==> src/rtl/reset_seq_pkg.sv <==
// Shared types and helpers for the multi-channel reset sequencer.
package reset_seq_pkg;

  typedef enum logic [1:0] {IDLE, ASSERT, RELEASE} state_t;

  function automatic int max(input int a, input int b);
    return (a > b) ? a : b;
  endfunction

endpackage

==> src/rtl/reset_sequencer_sync_chain.sv <==
// STAGES-deep synchronizer for a level request; clears to 0 on synchronous reset.
module sync_chain #(
  parameter int STAGES = 2
) (
  input  logic clk,
  input  logic rst,
  input  logic din,
  output logic dout
);

  logic [STAGES-1:0] ff;

  always_ff @(posedge clk) begin
    if (rst) ff <= '0;
    else     ff <= {ff[STAGES-2:0], din};
  end

  assign dout = ff[STAGES-1];

endmodule

==> src/rtl/reset_sequencer.sv <==
// Multi-channel reset sequencer: assert all, hold HOLD cycles, release lowest-first every GAP cycles.
// Optional RESET_SEQ_ACK_EN adds ack_i gating of each channel release after the first.
module reset_sequencer
  import reset_seq_pkg::*;
#(
  parameter int STAGES   = 2,
  parameter int CHANNELS = 4,
  parameter int HOLD     = 8,
  parameter int GAP      = 4
) (
  input  logic                clk,
  input  logic                rst_i,
  input  logic                async_rst_i,
  input  logic                sw_rst_i,
`ifdef RESET_SEQ_ACK_EN
  input  logic [CHANNELS-1:0] ack_i,
`endif
  output logic [CHANNELS-1:0] rst_o,
  output logic                busy_o,
  output logic                done_o
);

  localparam int CW = $clog2(max(HOLD, GAP) + 1);
  localparam int IW = $clog2(CHANNELS + 1);
  localparam logic [CW-1:0] HOLD_END = CW'(HOLD - 1);
  localparam logic [CW-1:0] GAP_END  = CW'(GAP - 1);
  localparam logic [IW-1:0] LAST     = IW'(CHANNELS - 1);

  state_t                state, state_n;
  logic [CW-1:0]         cnt, cnt_n;
  logic [IW-1:0]         idx, idx_n;
  logic [CHANNELS-1:0]   rst_n;
  logic                  async_req, req, ack_ok;

  sync_chain #(.STAGES(STAGES)) u_sync (
    .clk  (clk),
    .rst  (rst_i),
    .din  (async_rst_i),
    .dout (async_req)
  );

  assign req = async_req | sw_rst_i;

  // Channel idx waits on the acknowledge of the channel released just before it.
  always_comb begin
`ifdef RESET_SEQ_ACK_EN
    ack_ok = 1'b0;
    for (int k = 0; k < CHANNELS; k++)
      if (idx == IW'(k + 1)) ack_ok = ack_i[k];
`else
    ack_ok = 1'b1;
`endif
  end

  always_comb begin
    state_n = state;
    cnt_n   = cnt;
    idx_n   = idx;
    rst_n   = rst_o;
    if (req) begin
      state_n = ASSERT;
      cnt_n   = '0;
      rst_n   = '1;
    end else begin
      case (state)
        IDLE: rst_n = '0;
        ASSERT: begin
          if (cnt == HOLD_END) begin
            rst_n[0] = 1'b0;
            cnt_n    = '0;
            idx_n    = IW'(1);
            state_n  = (CHANNELS == 1) ? IDLE : RELEASE;
          end else begin
            cnt_n = cnt + 1'b1;
          end
        end
        RELEASE: begin
          if (cnt == GAP_END && ack_ok) begin
            for (int k = 0; k < CHANNELS; k++)
              if (idx == IW'(k)) rst_n[k] = 1'b0;
            cnt_n = '0;
            idx_n = idx + 1'b1;
            if (idx == LAST) state_n = IDLE;
          end else if (cnt != GAP_END) begin
            cnt_n = cnt + 1'b1;
          end
        end
        default: state_n = ASSERT;
      endcase
    end
  end

  // done_o fires on the first IDLE cycle that follows a non-IDLE one.
  always_ff @(posedge clk) begin
    if (rst_i) begin
      state  <= ASSERT;
      cnt    <= '0;
      idx    <= '0;
      rst_o  <= '1;
      busy_o <= 1'b1;
      done_o <= 1'b0;
    end else begin
      state  <= state_n;
      cnt    <= cnt_n;
      idx    <= idx_n;
      rst_o  <= rst_n;
      busy_o <= (state != IDLE);
      done_o <= (state == IDLE) && busy_o;
    end
  end

endmodule

==> config.mk <==
export PLATFORM = sky130hd
export DESIGN_NAME = reset_sequencer
export DESIGN_NICKNAME = d
export VERILOG_FILES = /design/src/rtl/reset_seq_pkg.sv /design/src/rtl/reset_sequencer_sync_chain.sv /design/src/rtl/reset_sequencer.sv
export SDC_FILE = /design/constraint.sdc
export NUM_CORES = 1
export LEC_CHECK = 0
export ABC_AREA = 1
export CAP_MARGIN = 20
export CORE_UTILIZATION = 30
export DETAILED_ROUTE_END_ITERATION = 16
export PLACE_DENSITY = 0.6
export SYNTH_ARGS = -nofsm -noshare
export SYNTH_HDL_FRONTEND = slang
export SYNTH_SLANG_ARGS = --single-unit
export TNS_END_PERCENT = 100
==> constraint.sdc <==
create_clock -name clk -period 1.2 [get_ports clk]
set_input_delay 0.24 -clock clk [delete_from_list [all_inputs] [get_ports clk]]
set_output_delay 0.24 -clock clk [all_outputs]
set_load 0.03 [all_outputs]
### Word-level counts from Yosys, hierarchy flattened

Cells that the tools add are included.

| cells by class | value |
|---|---|
| multiplexer cells | 19 |
| reductions and logical operators | 15 |
| bitwise operators | 3 |
| $add $sub $neg | 2 |
| equality and inequality tests | 15 |

Operators by type and width:

| cell | count |
|---|---|
| two-way mux 4 bit | 4 |
| != test 2 bit, second input constant | 6 |
| one-hot mux 3 bit (2 select lines) | 2 |
| AND reduction 4 bit | 3 |
| AND reduction 3 bit | 3 |
| one-hot mux 4 bit (2 select lines) | 1 |
| equality test 3 x 2 -> 1 bit, second input constant | 2 |
| two-way mux 2 bit | 3 |
| two-way mux 3 bit | 2 |
| one-hot mux 2 bit (3 select lines) | 1 |
| nonzero test 2 bit | 3 |
| two-way mux 1 bit | 5 |
| adder 4 x 1 -> 4 bit, second input constant | 1 |
| equality test 4 x 2 -> 1 bit, second input constant | 1 |
| equality test 4 x 3 -> 1 bit, second input constant | 1 |
| != test 4 x 2 -> 1 bit, second input constant | 1 |
| adder 3 x 1 -> 3 bit, second input constant | 1 |
| equality test 3 x 1 -> 1 bit, second input constant | 1 |
| logical NOT 3 bit | 1 |
| != test 3 bit, second input constant | 1 |
| one-hot mux 1 bit (3 select lines) | 1 |
| nonzero test 3 bit | 1 |
| equality test 2 x 1 -> 1 bit, second input constant | 1 |
| equality test 2 bit, second input constant | 1 |
| 6 further kinds | 7 |

| word-level totals | value |
|---|---|
| word-level logic and storage cells | 64 |
| output and inout port bits | 6 |
| register bits after elaboration | 17 |
| input port bits | 4 |

### Depth between registers and ports, before layout

Gate-level depths: netlist (run 1).

| logic depth | value |
|---|---|
| depth after elaboration | 4 |
| depth in mapped cells | 9 |
| mapped depth without buffers | 9 |

### Cells and area by module

A second synthesis (run 1) with hierarchy kept.

| unflattened totals | value |
|---|---|
| cell total of the unflattened synthesis | 113 |
| area, all modules | 868.3 µm² |

Modules (own cells, without submodules):

| module | area an instance (µm²) | seq. area each (µm²) | cells each | instances |
|---|---|---|---|---|
| reset_sequencer | 813.3 | 300.3 | 107 | 1 |
| sync_chain | 55.1 | 40.0 | 6 | 1 |

### Worst setup path after synthesis (run 1)

OpenSTA, ideal clock, no wires.

| path | value |
|---|---|
| kind | register -> register |
| start | reg state[0] |
| end | reg idx[0] |
| clock period less this slack | 1.274 ns |
| data required time | 1.087 ns |
| library setup time | 0.113 ns |
| path slack | -0.074 ns |
| cell stages (with the launch flop) | 8 |
| data arrival time | 1.161 ns |
| path buffers | 0 |
| cells stage by stage | dfxtp_1 inv_1 ha_1 inv_2 nor2_4 nand3_4 nor2_1 nor2_1 |

| on the way | value |
|---|---|
| cells in the longest elaborated chain, start to end | 3 |
| elaborated cells between the ends (all ways) | 7 |
| those cells by class | 4 x eq/ne; 1 x mux; 2 x reduce/logical |

Ends and longest elaborated chain:

| what | RTL line | RTL |
|---|---|---|
| start: declaration | reset_sequencer.sv:29 | `state_t state, state_n;` |
| start signal: assignment | reset_sequencer.sv:103 | `state <= state_n;` |
| equality test 2 bit or equality test 2 x 1 -> 1 bit (tied branches) | reset_sequencer.sv:65 | `case (state)` |
| != test 2 bit (no line) or nonzero test 2 bit (tied branches) | -- |  |
| AND reduction 4 bit (no line) | -- |  |
| end signal: assignment | reset_sequencer.sv:105 | `idx <= idx_n;` |
| end: declaration | reset_sequencer.sv:31 | `logic [IW-1:0] idx, idx_n;` |

Several ways; a longest one is shown, not always the timed one.
A chain may end at the register's enable or synchronous reset.

### Final worst setup path (run 1)

| path | value |
|---|---|
| start | reg state[1] |
| end | reg idx[2] |

The elaborated chain is that of the path after synthesis.

==> results of run 1 <==
==> worst max-delay path, delay by kind of cell, from the launching register on <==
kind / cells / cell delay, ns
DFF: 1 / 0.37
and+or+nand+nor: 4 / 0.36
adders and majority gates: 1 / 0.29
buffers and inverters: 2 / 0.10
==> Yosys cell counts, drive strengths merged <==
cell type,count
a21boi,1
a21oi,4
dfxtp,17
ha,9
inv,15
nand2,31
nand3,6
nand4,2
nor2,18
o211ai,1
o21ai,5
or2,2
xor2,1
==> layout by cell type, fill, tap and decap left out, drive strengths merged <==
master | Yosys | layout
nor2 | 18 | 18
clkdlybuf4s50 | 0 | 3
nand3 | 6 | 6
o211ai | 1 | 1
inv | 15 | 15
clkbuf | 0 | 3
buf | 0 | 21
o21ai | 5 | 5
ha | 9 | 9
a21oi | 4 | 4
a21boi | 1 | 1
xor2 | 1 | 1
dfxtp | 17 | 17
or2 | 2 | 2
nand4 | 2 | 2
nand2 | 31 | 31
clkinv | 0 | 1
==> layout make-up <==
class / count / area (um^2) / share of cell area (%)
Timing Repair Buffer: 24 / 187.7 / 15.94
Multi-Input combinational cell: 80 / 515.5 / 43.78
Clock inverter: 1 / 5.005 / 0.4251
Inverter: 15 / 61.31 / 5.207
Clock buffer: 3 / 22.52 / 1.913
Tap cell: 30 / 37.54 / 3.188
Sequential cell: 17 / 347.8 / 29.54
==> path summary, 6_finish.rpt <==
kind,depth (start not counted),start,to
hold reg to reg,2,u_sync.ff[0],u_sync.ff[1]
hold / removal,2,u_sync.ff[0],u_sync.ff[1]
setup reg to reg,7,state[1],idx[2]
setup / recovery,7,state[1],idx[2]
==> power by group through the flow <==
stage / combinational, W / sequential (W) / clock (W)
finish: 0.0000537 / 0.000575 / 0.000311
global route: 0.0000607 / 0.000576 / 0.000351
CTS: 0.0000505 / 0.000574 / 0.000333
detailed placement: 0.0000487 / 0.000586 / 0
global placement: 0.0000468 / 0.000586 / 0
floorplan: 0.0000215 / 0.000586 / 0
==> registers in the layout (all words and copies together) (netlist names) <==
name / count
state: 2
cnt: 4
done_o: 1
rst_o: 4
u_sync.ff: 2
idx: 3
busy_o: 1
==> metrics by stage <==
stage	setup TNS, ns	hold slack (ns)	setup slack (ns)	cells
finish	-0.08950	0.4159	-0.02424	170
global route	-0.8042	0.4480	-0.1245	170
CTS	-0.04768	0.4196	-0.01548	170
detailed placement	-1.355	0.4015	-0.1566	164
global placement	-1.070	0.4024	-0.1390	164
floorplan	0	0.3112	0.01149	112
==> per-layer routing <==
layer | part of all wire, % | vias to the layer above | global-route usage [%]
li1 | - | 406 | -
met4 | 0 | 0 | 2.143
met3 | 5.2 | 0 | 4.215
met5 | 0 | - | 0
met2 | 46 | 17 | 19.45
met1 | 49 | 354 | 15.40
==> cell families (layout without fill, tap and decap cells) <==
logic type               count (synthesis)  in the layout  synth area share, %
AND/OR/NAND/NOR                         59             59                32.36
flip-flops                              17             17                39.82
buffers and inverters                   15             43                6.589
AO/OA/AOI/OAI                           11             11                7.028
adder cells (fa/ha/maj)                  9              9                13.18
XOR/XNOR                                 1              1                1.025
==> what timing repair did <==
| item | CTS | global route |
|---|---|---|
| setup buffers | 2 | 0 |
| pin swaps | 7 | 7 |
| setup endpoints to repair | 11 | 12 |
| cloned | 0 | 0 |
| gates resized for setup | 8 | 13 |
| hold buffers | 0 | 0 |
| hold endpoints to repair | 0 | 0 |
==> results.md, run 1 <==
- Layout Nets: 154
- WL final: 1612 um
- Clk pwr share: 33.1%
- Worst slew margin: 82.30%
- N_diodes: 0
- Drt wl/cell: 9.482 um
- Sequential share of power: 61.2%
- Initial Utilization: 33.00%
- Sw Ratio: 23.04%
- Peak Freq: 0.8168 GHz
- Worst Skew: 0.003020 ns
- Total CTS buffers: 3
- Kind of start point of the critical path: flip-flop
- Drt drc: 0
- Clk Latency, worst-skew pair: 0.29 ns
- Initial antenna violation count: 0
- P_sw: 0.0002165 W
- Mapped Cells: 112
- Die area: 3066 um^2
- Vias per inst: 4.571
- Yosys cell types: 21
- 1st-iter DRT viols: 4
- # rows: 18
- Syn avg cell area: 7.630 um^2
- Seq/Total Area, Yosys: 39.82%
- P per Cell Area: 798.2 nW/um^2
- PnR worst setup slack: -0.02424 ns
- Post-DP Area: 1080 um^2
- Hold Vio Cnt, Final: 0
- Share of cells above drive strength 1: 36.43%
- Slowest stage cell, crit path: dfxtp_2
- Crit-path max cell delay: 0.37 ns
- IO Port Bufs: 9
- Leakage: 0.5568 nW
- Gr ovfl total: 0
- Yosys reg bits: 17
- Mapped cell area: 854.6 um^2
- Outcome: finished, violations left
- CTS tree: done
- Clock root buffer: clkbuf_4
- Core box area: 2590 um^2
- Pin count of the biggest net entering global routing: 11
- Post-route ant nets: 0
- Final Wtd Congestion: 0.7546
- Final core occ: 45.46%
- Critical Path RT: 1.39 ns
- Area leader, netlist: dfxtp_1
- Layout area overhead: 37.77%
- Int Pwr: 0.0007233 W
- Clock Path Buffers: 2
- Failing checks: setup timing
- Global-route wire length before repair: 2973 um
- WS Path Type: reg -> reg
- Final min period: 1.224 ns
- Synth Net Count: 125
- Die H: 55.37 um
- GRT Total Usage: 11.97%
- Comb power frac: 5.7%
- Tot Pwr: 0.0009398 W
- H-tree depth: 1
- Top cell by count, worst path: nor2_1
- Clk sinks: 17
- Hold Path Class: reg -> reg
- Area contributors post-synth: dfxtp_1, ha_1, nand2_1
- Detailed-route via count: 777
- Critical path data arrival time: 1.42 ns
- Worst vdd ir: 0.8420 mV
- Vias in the first global route: 745
- First drt pass iteration count: 4
- Reg2Reg Setup Slack: -0.02 ns
- Cell Chain, Critical Path: inv_2 > ha_4 > inv_4 > nor2_4 > nand3_4 > nor2_1 > nor2_1
- Reg clk slew, reported paths: 0.10 ns
- I/O pin count: 10
- Count of final setup violators: 6
- RSZ-0062 raised after global routing: yes
- Max FO, Critical Path: 6
- HPWL Detailed: 1281 um
- CP endpoint kind: flip-flop
- Fin. max-slew vios: 0
- Die Wd: 55.37 um
- Filler cells: 257
- Top cell type's share of synthesized area: 39.82%
- Worst slew pin tran: 0.2652 ns
- # Max-Cap Violations: 0
- Final Instance Area: 1177 um^2
- Fin crit share: 102.0%
- YS warnings: 0
Power figures use the tool's default switching activity.
==> inputs of run 2 (changes only) <==
clock period = 1.1 ns   (was 1.2 ns; I/O delays follow)
==> results.md, run 2 (synthesis results as in run 1) <==
- Clk Latency, worst-skew pair: 0.29 ns (about the same)
- Placement Setup Slack: -0.2458 ns (-0.08923 ns)
- Worst reg2reg startpoint: state[1]
- Initial antenna violation count: 0 (unchanged)
- Core box area: 2590 um^2 (unchanged)
- Final Wtd Congestion: 0.8048 (+6.7%)
- # rows: 18 (unchanged)
- Global-route wire length before repair: 3270 um (+10%)
- Die area: 3066 um^2 (unchanged)
- Gr ovfl total: 0 (unchanged)
- PnR worst setup slack: -0.1368 ns (-0.1126 ns)
- Critical path data arrival time: 1.47 ns (+0.05 ns)
- Reg2Reg Depth: 8 (+1)
- Critical Path RT: 1.33 ns (-0.06 ns)
- Setup tns final: -0.9450 ns (-0.8555 ns)
- Reg2Reg Setup Slack: -0.14 ns (-0.11 ns)
- Commonest non-fill, non-tap cell in the layout: buf_4
- Failing checks: setup timing
- R2r endpoint: idx[0]
- Tot Pwr: 0.001030 W (+9.6%)
- 1st-iter DRT viols: 6 (+2)
- CTS tree: done
- Kind of start point of the critical path: flip-flop
- Worst vdd ir: 0.6606 mV (-22%)
- Clk sinks: 17 (unchanged)
- IO Port Bufs: 9 (unchanged)
- Largest regs: cnt (4), rst_o (4), idx (3)
- Pin count of the biggest net entering global routing: 10 (-1)
- Total CTS buffers: 3 (unchanged)
- # Max-Cap Violations: 0 (unchanged)
- Share of cells above drive strength 1: 48.28% (+12 points)
- Worst Skew: 0.002931 ns (-0.00008890 ns)
- Outcome: finished, violations left
- Vias per inst: 4.526 (-0.98%)
- Cell Count, Final, Fillers Out: 175 (+2.9%)
- Fin. max-slew vios: 0 (unchanged)
- Peak Freq: 0.8085 GHz (-1.0%)
- Drt drc: 0 (unchanged)
- Drt wl/cell: 10.93 um (+15%)
- Detailed-route via count: 792 (+1.9%)
- Cell total after placement: 168 (+2.4%)
- Die Wd: 55.37 um (unchanged)
- Hold Startpoint: u_sync.ff[0]
- Hold Vio Cnt, Final: 0 (unchanged)
- Final min period: 1.237 ns (+0.01258 ns)
- Max FO, Critical Path: 6 (unchanged)
- Most frequent cells in the layout: buf_4, nand2_1, nor2_1, dfxtp_1, inv_1
- Worst slew pin tran: 0.2858 ns (+0.02055 ns)
- WS Path Type: reg -> reg
- N_diodes: 0 (unchanged)
- Reg clk slew, reported paths: 0.10 ns (about the same)
- Hold Path Sink: u_sync.ff[1]
- CP endpoint kind: flip-flop
- I/O pin count: 10 (unchanged)
- Layout area overhead: 49.93%
- GRT Total Usage: 13.40% (+1.4 points)
- H-tree depth: 1 (unchanged)
- Hold_buf cts: 0 (unchanged)
- Post-route ant nets: 0 (unchanged)
- First drt pass iteration count: 4 (unchanged)
- Count of final setup violators: 12 (+6)
- Worst slew margin: 80.93% (-1.4 points)
- Leakage: 0.5934 nW (+6.6%)
- Layout Nets: 159 (+3.2%)
- Hold path depth: 2 (unchanged)
- Fin crit share: 112.4% (+10 points)
- Vias in the first global route: 779 (+4.6%)
- RSZ-0062 raised after global routing: yes
- Clock root buffer: clkbuf_4
- Clock Path Buffers: 2 (unchanged)
- Initial Utilization: 33.00% (unchanged)
- Die H: 55.37 um (unchanged)
- P per Cell Area: 803.7 nW/um^2 (+0.69%)
- Final Instance Area: 1281 um^2 (+8.8%)
- HPWL Detailed: 1340 um (+4.6%)
- WL final: 1913 um (+19%)
- Hold Path Class: reg -> reg
- Post-DP Area: 1130 um^2 (+4.6%)
run 2: cell count changes in the layout (fill, tap and decap cells not counted), sizes merged:
cell,change
buf,+5
clkbuf,+1
clkinv,-1
run 2: what timing repair did:
| action | 4_1_cts | 5_1_grt |
|---|---|---|
| setup endpoints to repair | 13 | 13 |
| gates resized for setup | 14 | 20 |
| setup buffers | 1 | 2 |
| pin swaps | 10 | 8 |
run 2: worst max path at each step:
stage | start | end | slack (ns) | depth (start not counted)
6_report | state[1] | idx[0] | -0.14 | 8
5_1_grt | state[1] | idx[0] | -0.23 | 7
2_1_floorplan | state[1] | idx[0] | -0.05 | 7
3_3_place_gp | sw_rst_i | rst_o[2] | -0.21 | 6
3_5_place_dp | sw_rst_i | rst_o[2] | -0.25 | 6
4_1_cts | state[1] | idx[2] | -0.14 | 8
run 2: per-stage QoR:
| step | hold slack, ns | utilization (%) |
|---|---|---|
| 6_report | 0.4156 | 49.47 |
| 5_1_grt | 0.4551 | 49.47 |
| 4_1_cts | 0.4185 | 46.09 |
| 3_5_place_dp | 0.4025 | 43.62 |
| 3_3_place_gp | 0.4019 | 43.62 |
| 2_1_floorplan | 0.2912 | - |
run 2: per-layer routing:
layer,part of all wire [%],vias to the layer above,track usage (%)
li1,-,416,-
met1,44,360,15.71
met2,51,11,22.55
met3,3.2,5,4.918
met4,1.2,0,4.286
met5,0,-,0
run 2: final cells by class:
type | count | area (um^2)
clock buffer | 4 | 26.28
fill | 266 | 1309
inverter | 15 | 63.81
multi-input combinational | 80 | 576.8
sequential | 17 | 347.8
tap | 30 | 37.54
timing repair buffer | 29 | 229.0
run 2: worst max-delay path, stage by stage, from the launching register on:
cell and delay, ns:
dfxtp_2 0.37, inv_2 0.06, ha_4 0.29, inv_4 0.05, nor2_4 0.10, nand3_4 0.10, nand2_1 0.08, nand2_1 0.05
nor2_1 0.08
run 2: report_power, final:
| group | internal (W) | leakage [nW] | switching (W) | total, W |
|---|---|---|---|---|
| registers | 0.000623 | 0.140 | 0.00000452 | 0.000627 |
| clock network | 0.000141 | 0.0150 | 0.000204 | 0.000345 |
| logic | 0.0000307 | 0.439 | 0.0000270 | 0.0000577 |
| total | 0.000794 | 0.593 | 0.000235 | 0.00103 |
